**src/rtl/mux2_1_arb_pkg.sv**
```systemverilog
// Shared definitions for the frame-aware 2:1 AXIS merger: FSM encoding,
// arbitration mode constants and the winner-selection rule.
package mux2_1_arb_pkg;

  typedef enum logic [1:0] {
    ST_IDLE  = 2'd0,
    ST_LOCK0 = 2'd1,
    ST_LOCK1 = 2'd2
  } arb_state_t;

  localparam int ARB_RR    = 0;
  localparam int ARB_FIXED = 1;

  // Returns the winning slave index; only meaningful when at least one input is valid.
  function automatic logic pick_winner(input int mode, input logic v0, input logic v1,
                                       input logic last);
    if (mode == ARB_FIXED) return !v0;
    if (v0 && v1) return !last;
    return v1;
  endfunction

endpackage

```
**src/rtl/mux2_1_arb_axis_skid_buf.sv**
```systemverilog
// Two-entry AXIS register slice (main + skid). in_tready is a pure flop output,
// so upstream ready never sees out_tready combinationally.
module axis_skid_buf #(
  parameter int width = 1
) (
  input  logic             clk,
  input  logic             rst_n,
  input  logic [width-1:0] in_tdata,
  input  logic             in_tvalid,
  input  logic             in_tlast,
  output logic             in_tready,
  output logic [width-1:0] out_tdata,
  output logic             out_tvalid,
  output logic             out_tlast,
  input  logic             out_tready
);

  logic [width:0] main_q;
  logic [width:0] skid_q;
  logic           main_vld;
  logic           skid_vld;
  logic           pop;
  logic           push;

  assign in_tready  = !skid_vld;
  assign pop        = main_vld && out_tready;
  assign push       = in_tvalid && !skid_vld;
  assign out_tvalid = main_vld;
  assign out_tlast  = main_q[width];
  assign out_tdata  = main_q[width-1:0];

  always_ff @(posedge clk) begin
    if (!rst_n) begin
      main_q   <= '0;
      main_vld <= 1'b0;
      skid_vld <= 1'b0;
    end else if (skid_vld) begin
      // Full: no intake; drain the skid into main as soon as main is taken.
      if (pop) begin
        main_q   <= skid_q;
        skid_vld <= 1'b0;
      end
    end else if (push) begin
      if (!main_vld || pop) begin
        main_q   <= {in_tlast, in_tdata};
        main_vld <= 1'b1;
      end else begin
        skid_vld <= 1'b1;
      end
    end else if (pop) begin
      main_vld <= 1'b0;
    end
  end

  always_ff @(posedge clk) begin
    if (push && main_vld && !pop) skid_q <= {in_tlast, in_tdata};
  end

endmodule

```
**src/rtl/mux2_1_arb.sv**
```systemverilog
// Frame-aware 2:1 AXIS merger: per-frame arbitration (round-robin or fixed
// priority) feeding a registered skid output stage.
module mux2_1_arb
  import mux2_1_arb_pkg::*;
#(
  parameter int width    = 1,
  parameter int arb_mode = ARB_RR
) (
  input  logic             clk,
  input  logic             rst_n,
  input  logic [width-1:0] s0_axis_tdata,
  input  logic             s0_axis_tvalid,
  input  logic             s0_axis_tlast,
  output logic             s0_axis_tready,
  input  logic [width-1:0] s1_axis_tdata,
  input  logic             s1_axis_tvalid,
  input  logic             s1_axis_tlast,
  output logic             s1_axis_tready,
  output logic [width-1:0] m_axis_tdata,
  output logic             m_axis_tvalid,
  output logic             m_axis_tlast,
  input  logic             m_axis_tready,
  output logic             grant,
  output logic             busy
);

  arb_state_t       state;
  logic             last_grant;
  logic             in_rdy;
  logic             sel_vld;
  logic             sel_last;
  logic [width-1:0] sel_data;
  logic             win;

  assign win            = pick_winner(arb_mode, s0_axis_tvalid, s1_axis_tvalid, last_grant);
  assign s0_axis_tready = (state == ST_LOCK0) && in_rdy;
  assign s1_axis_tready = (state == ST_LOCK1) && in_rdy;

  always_comb begin
    sel_vld  = 1'b0;
    sel_last = 1'b0;
    sel_data = '0;
    case (state)
      ST_LOCK0: begin
        sel_vld  = s0_axis_tvalid;
        sel_last = s0_axis_tlast;
        sel_data = s0_axis_tdata;
      end
      ST_LOCK1: begin
        sel_vld  = s1_axis_tvalid;
        sel_last = s1_axis_tlast;
        sel_data = s1_axis_tdata;
      end
      default: ;
    endcase
  end

  // The lock is released on the edge that accepts the granted input's tlast beat.
  always_ff @(posedge clk) begin
    if (!rst_n) begin
      state      <= ST_IDLE;
      grant      <= 1'b0;
      busy       <= 1'b0;
      last_grant <= 1'b1;
    end else begin
      case (state)
        ST_IDLE: begin
          if (s0_axis_tvalid || s1_axis_tvalid) begin
            state <= win ? ST_LOCK1 : ST_LOCK0;
            grant <= win;
            busy  <= 1'b1;
          end
        end
        ST_LOCK0: begin
          if (s0_axis_tvalid && in_rdy && s0_axis_tlast) begin
            state      <= ST_IDLE;
            busy       <= 1'b0;
            last_grant <= 1'b0;
          end
        end
        ST_LOCK1: begin
          if (s1_axis_tvalid && in_rdy && s1_axis_tlast) begin
            state      <= ST_IDLE;
            busy       <= 1'b0;
            last_grant <= 1'b1;
          end
        end
        default: begin
          state <= ST_IDLE;
          busy  <= 1'b0;
        end
      endcase
    end
  end

  axis_skid_buf #(.width(width)) u_out (
    .clk        (clk),
    .rst_n      (rst_n),
    .in_tdata   (sel_data),
    .in_tvalid  (sel_vld),
    .in_tlast   (sel_last),
    .in_tready  (in_rdy),
    .out_tdata  (m_axis_tdata),
    .out_tvalid (m_axis_tvalid),
    .out_tlast  (m_axis_tlast),
    .out_tready (m_axis_tready)
  );

endmodule
```
**config.mk**
```make
export PLATFORM = sky130hd
export DESIGN_NAME = mux2_1_arb
export DESIGN_NICKNAME = d
export VERILOG_FILES = /design/src/rtl/mux2_1_arb_pkg.sv /design/src/rtl/mux2_1_arb_axis_skid_buf.sv /design/src/rtl/mux2_1_arb.sv
export SDC_FILE = /design/constraint.sdc
export NUM_CORES = 1
export LEC_CHECK = 0
export ABC_AREA = 1
export BUFFER_PORTS_ARGS = -buffer_cell sky130_fd_sc_hd__buf_2
export CAP_MARGIN = 15
export CORE_MARGIN = 10
export CORE_UTILIZATION = 40
export CTS_CLUSTER_DIAMETER = 50
export CTS_CLUSTER_SIZE = 40
export DETAILED_ROUTE_END_ITERATION = 10
export PLACE_DENSITY_LB_ADDON = 0.12
export SLEW_MARGIN = 10
export SYNTH_ARGS = -nofsm -noshare
export SYNTH_HDL_FRONTEND = slang
export SYNTH_SLANG_ARGS = --single-unit
```
**constraint.sdc**
```tcl
create_clock -name clk -period 1.5 [get_ports clk]
set_input_delay 0.15 -clock clk [delete_from_list [all_inputs] [get_ports clk]]
set_output_delay 0.15 -clock clk [all_outputs]
set_load 0.005 [all_outputs]
```
# Word-level counts from Yosys, hierarchy flattened
# Index checks and enable logic that the tools add are counted.
# W data, S select, Z words.
totals:
  ff_bits: 11
  inputBits: 9
  out_inout_bits: 7
  elab_cells: 71
classes:
  eq_ne: 7
  mux: 28
  bitwise_logic: 1
  n_reduce_logical: 27
ops:
  columns: ["cell", "n"]
  rows:
  - ["$mux W2", 8]
  - ["$mux W1", 14]
  - ["$reduce_and A3 Y1", 4]
  - ["$logic_and A1 B1 Y1", 11]
  - ["$pmux W1 S2", 4]
  - ["$reduce_bool A2 Y1", 4]
  - ["$ne A2 B2 Y1 const B", 3]
  - ["$pmux W2 S3", 1]
  - ["$logic_not A1 Y1", 4]
  - ["$ne A2 B1 Y1 const B", 2]
  - ["$pmux W1 S3", 1]
  - ["$eq A2 B1 Y1 const B", 1]
  - ["$eq A2 B2 Y1 const B", 1]
  - ["$logic_not A2 Y1", 1]
  - ["$logic_or A1 B1 Y1", 2]
  - ["$reduce_and A2 Y1", 1]
  - ["$not A1 Y1", 1]

# Logic depth before layout (Yosys ltp)
depth:
  ltp_word: 6
  depth_mapped: 10
  depth_no_buf: 10

# Modules after synthesis
# Synthesis repeated with hierarchy kept, for this count alone.
hier_totals:
  hier_cells: 94
  area_unflattened_um2: 640.6
by_module_without_submodules:
  columns: ["module", "instances", "cells_per_inst", "area_per_inst_um2"]
  rows:
  - ["mux2_1_arb", 1, 57, 360.3]
  - ["axis_skid_buf", 1, 37, 280.3]

# Worst setup path before layout
# No wires, ideal clock.
synth_timing:
  path_kind: "register to register"
  from: "register state[0]"
  to: "register u_out.skid_q[0], enable pin"
  arrival_time_ns: 0.972
  required_ns: 1.205
  slack_ns: 0.234
  path_stages_with_launch: 7
  n_path_buf: 0
  cell_sequence: "dfxtp_1 -> inv_1 -> ha_1 -> inv_1 -> nor2_2 -> nand3_1 -> inv_1"
synth_via:
  elab_chain_cells: 5
  elab_cells_between_ends: 6
  classes_between: "eq/ne: 2; mux: 1; reduce/logical: 3"
synth_rtl:
  columns: ["element", "line_no", "text"]
  rows:
  - ["from (decl)", "mux2_1_arb.sv:27", "arb_state_t state;"]
  - ["from (signal assigned)", "mux2_1_arb.sv:69", "state <= win ? ST_LOCK1 : ST_LOCK0;"]
  - ["$eq A2 B2 Y1 or $eq A2 B1 Y1 (tied branches)", "mux2_1_arb.sv:43", "case (state)"]
  - ["$pmux W1 S2 (*)", "mux2_1_arb.sv:43", null]
  - ["$logic_and A1 B1 Y1 (*)", "mux2_1_arb_axis_skid_buf.sv:27", "assign push = in_tvalid && !skid_vld;"]
  - ["$logic_and A1 B1 Y1 (*) (2 in series)", "mux2_1_arb_axis_skid_buf.sv:56", "if (push && main_vld && !pop) skid_q <= {in_tlast, in_tdata};"]
  - ["to (signal assigned)", "mux2_1_arb_axis_skid_buf.sv:56", null]
  - ["to (decl)", "mux2_1_arb_axis_skid_buf.sv:19", "logic [width:0] skid_q;"]
# Mark *: on every way between the ends. The rest lies on a longest branch, timed or not.
# A chain may end at the register's enable or synchronous reset.

# Final worst setup path
layout_timing:
  from: "register state[1]"
  to: "output s0_axis_tready"
layout_via:
  elab_chain_cells: 2
layout_rtl:
  columns: ["element", "line_no", "text"]
  rows:
  - ["$eq A2 B1 Y1", "mux2_1_arb.sv:36", "assign s0_axis_tready = (state == ST_LOCK0) && in_rdy;"]
  - ["$logic_and A1 B1 Y1", "mux2_1_arb.sv:36", null]
  - ["to (decl)", "mux2_1_arb.sv:14", "output logic s0_axis_tready,"]
# Every way passes these cells.

==> key figures <==
Die
  • Die Area: 0.00362 mm2
  • Core area: 0.00151 mm2
  • FP Rows: 14
  • I/O pin count: 16
  • Starting Density: 42.8%
  • Die height: 60.1 um
  • Chip width: 60.1 um

Synth
  • Leading area contributor after synthesis: dfxtp_1
  • Commonest cells in the netlist: nand2_1, inv_1, nor2_1
  • #FFs+latches synth: 11
  • Seq/Total Area, Yosys: 37.3%
  • Mapped Nets: 105
  • Synth warn: 0
  • Synth top area cells: dfxtp_1, nand2_1, edfxtp_1
  • Cell Area, Synth: 644 um2
  • Post-synthesis cell type count: 18
  • Cell count after synthesis: 93
  • Area fraction of the dominant cell type after synthesis: 28.0%
  • Avg Cell Area, Syn: 6.93 um2
  • Most common cell in the netlist: nand2_1
  • Number of enable flip-flop cells after synthesis: 2
  • Top FF cell, synth: dfxtp_1
  • Async set or reset register ratio after synthesis: 0%

Timing
  • Final Hold Fails: 0
  • Final Cycle Share: 90.6%
  • Final setup fails: 0
  • PnR worst setup slack: 141 ps
  • Clock skew: 2.21 ps
  • Fin Setup TNS: 0 ps
  • Worst-margin pin slew: 342 ps
  • Slew margin rel.: 77.1%
  • Period minus WS final: 1360 ps
  • RSZ-0062 raised after global routing: false
  • Final Slew Violations: 0
  • FMAX: 736 MHz

Layout
  • # nets final: 124
  • Layout area overhead: 17.5%
  • Fin util: 50.2%
  • Filler Cell Count: 163
  • Share of layout cells above drive strength 1: 29.7%
  • Diode count: 0
  • Post-route cell area: 757 um2

GRT
  • Total GRT Usage: 8.54%
  • Overflow left after global routing: 0
  • Number of global-route vias before repair: 598
  • Initial antenna violation count: 0
  • Pin count of the biggest net entering global routing: 9
  • First-pass GRT wire length: 2370 um

Critical path
  • Most Frequent Cell on Critical Path: inv_1
  • CP Capture Type: primary output
  • Worst EP arrival: 1210 ps
  • Setup CP Type: reg2out
  • Slowest stage cell, crit path: dfxtp_2
  • Worst setup SP type: flip-flop
  • Critical Path Start: state[1]
  • CP Data Required Time: 1350 ps
  • Maximum fanout along the worst path: 5
  • R2R depth: 6
  • Worst stage delay on the critical path: 330 ps
  • FF-to-FF End: u_out.skid_q[0]
  • Worst Setup EP: s0_axis_tready
  • R2R Setup Slk: 180 ps
  • Worst-path cell chain: inv_1 > ha_1 > inv_1 > nor2_1 > buf_2
  • Worst R2R Start: state[0]

Clock network
  • Clock sink count: 11
  • Skew-Pair Late Insertion Delay: 260 ps
  • Hold buffers post-CTS: 0
  • CTS Buffer Depth: 2
  • H-tree depth: 1
  • Total CTS buffers: 3
  • Clk pin slew, worst setup/hold paths: 70 ps
  • Root Driver: clkbuf_4
  • CTS tree: built

Place
  • Dpl cell area: 728 um2
  • Place WS: 143 ps
  • Gpl congestion: 0.824
  • DP HPWL: 1130 um
  • PortBufs: 15

Power
  • Worst VDD drop: 0.702 mV
  • Total power: 0.000750 W
  • Pleak: 0.392 nW
  • PD cells: 991 mW/mm2

Drt
  • Initial detailed-routing violation count: 5
  • Via count: 595
  • Post-DRT Antenna Nets: 0
  • Vias per inst: 4.69
  • Detailed Route WL: 1380 um
  • Pre-Repair DR Iteration Count: 4
  • WL/cell: 10.8 um
  • # DRC: 0

Job
  • # Max-Cap Violations: 0

Worst hold path
  • Worst Hold Launch: rst_n
  • Hold Crit Depth: 2
  • Worst hold path type: in2reg

Status
  • Run status: finished, final reports clean
[stage by stage]
step | cells | hold WS [ps]
after floorplan | 93 | 234
after global placement | 123 | 391
after detailed placement | 123 | 393
after CTS | 127 | 117
after global routing | 127 | 122
final | 127 | 123
[layout by cell type, fill, tap and decap left out]
cell,count
ha_1,3
o21ai_0,2
edfxtp_1,2
nor2_1,10
a21oi_2,2
clkbuf_1,1
dfxtp_2,2
buf_2,15
dfxtp_1,7
inv_4,1
inv_1,14
nor2_2,1
a21oi_1,5
nand3_2,3
nand4_1,1
clkinv_2,1
nand2_2,5
clkbuf_4,3
nand2_1,30
nand3_1,2
o21ai_1,1
[timing repair]
| item | 4_1_cts | 5_1_grt |
|---|---|---|
| gates resized for setup | 0 | 2 |
| endpoints found under the setup margin | 0 | 3 |
| setup buffers | 0 | 0 |
[layout make-up]
class / instances / area [um2] / share of cell area (%)
Multi-Input combinational cell: 65 / 329 / 43.5
Sequential cell: 11 / 243 / 32.1
Timing Repair Buffer: 15 / 75.1 / 9.92
Inverter: 16 / 63.8 / 8.43
Clock buffer: 4 / 26.3 / 3.47
Tap cell: 16 / 20.0 / 2.64
[registers in the layout, summed over array words and instances, names as in the netlist]
| register | count |
|---|---|
| grant | 1 |
| busy | 1 |
| last_grant | 1 |
| u_out.out_tvalid | 1 |
| u_out.skid_vld | 1 |
| u_out.skid_q | 2 |
| u_out.main_q | 2 |
| state | 2 |
[worst max-delay path, delay by kind of cell, from the launching register on]
kind	cells	cell delay, ps
buf+inv	3	280
simple gates	1	90
fa+ha+maj	1	250
flops	1	330
[routing by layer]
metal,track usage [%],part of all wire [%]
met3,2.54,2.8
met4,4.81,0.73
met1,8.70,42
met2,15.0,55
met5,0,0
[kinds of logic (layout without fill, tap and decap cells)]
| group | Yosys count | in the layout | synth area share, % |
|---|---|---|---|
| AOI/OAI and AO/OA | 10 | 10 | 8.93 |
| adders and majority gates | 3 | 3 | 5.83 |
| buffers and inverters | 17 | 35 | 11.7 |
| DFF | 11 | 11 | 37.3 |
| and+or+nand+nor | 52 | 52 | 36.3 |
[worst min-delay path by stage]
| stage | to |
|---|---|
| finish | last_grant |
| global route | last_grant |
| CTS | last_grant |
| detailed placement | last_grant |
| global placement | last_grant |
| floorplan | last_grant |
[report_power, final]
group / switching (W) / total (W) / internal, W
sequential: 0.0000139 / 0.000342 / 0.000328
combinational: 0.000127 / 0.000210 / 0.0000824
clock: 0.0000965 / 0.000199 / 0.000103
Note: power is estimated with default switching activity, not from simulation.
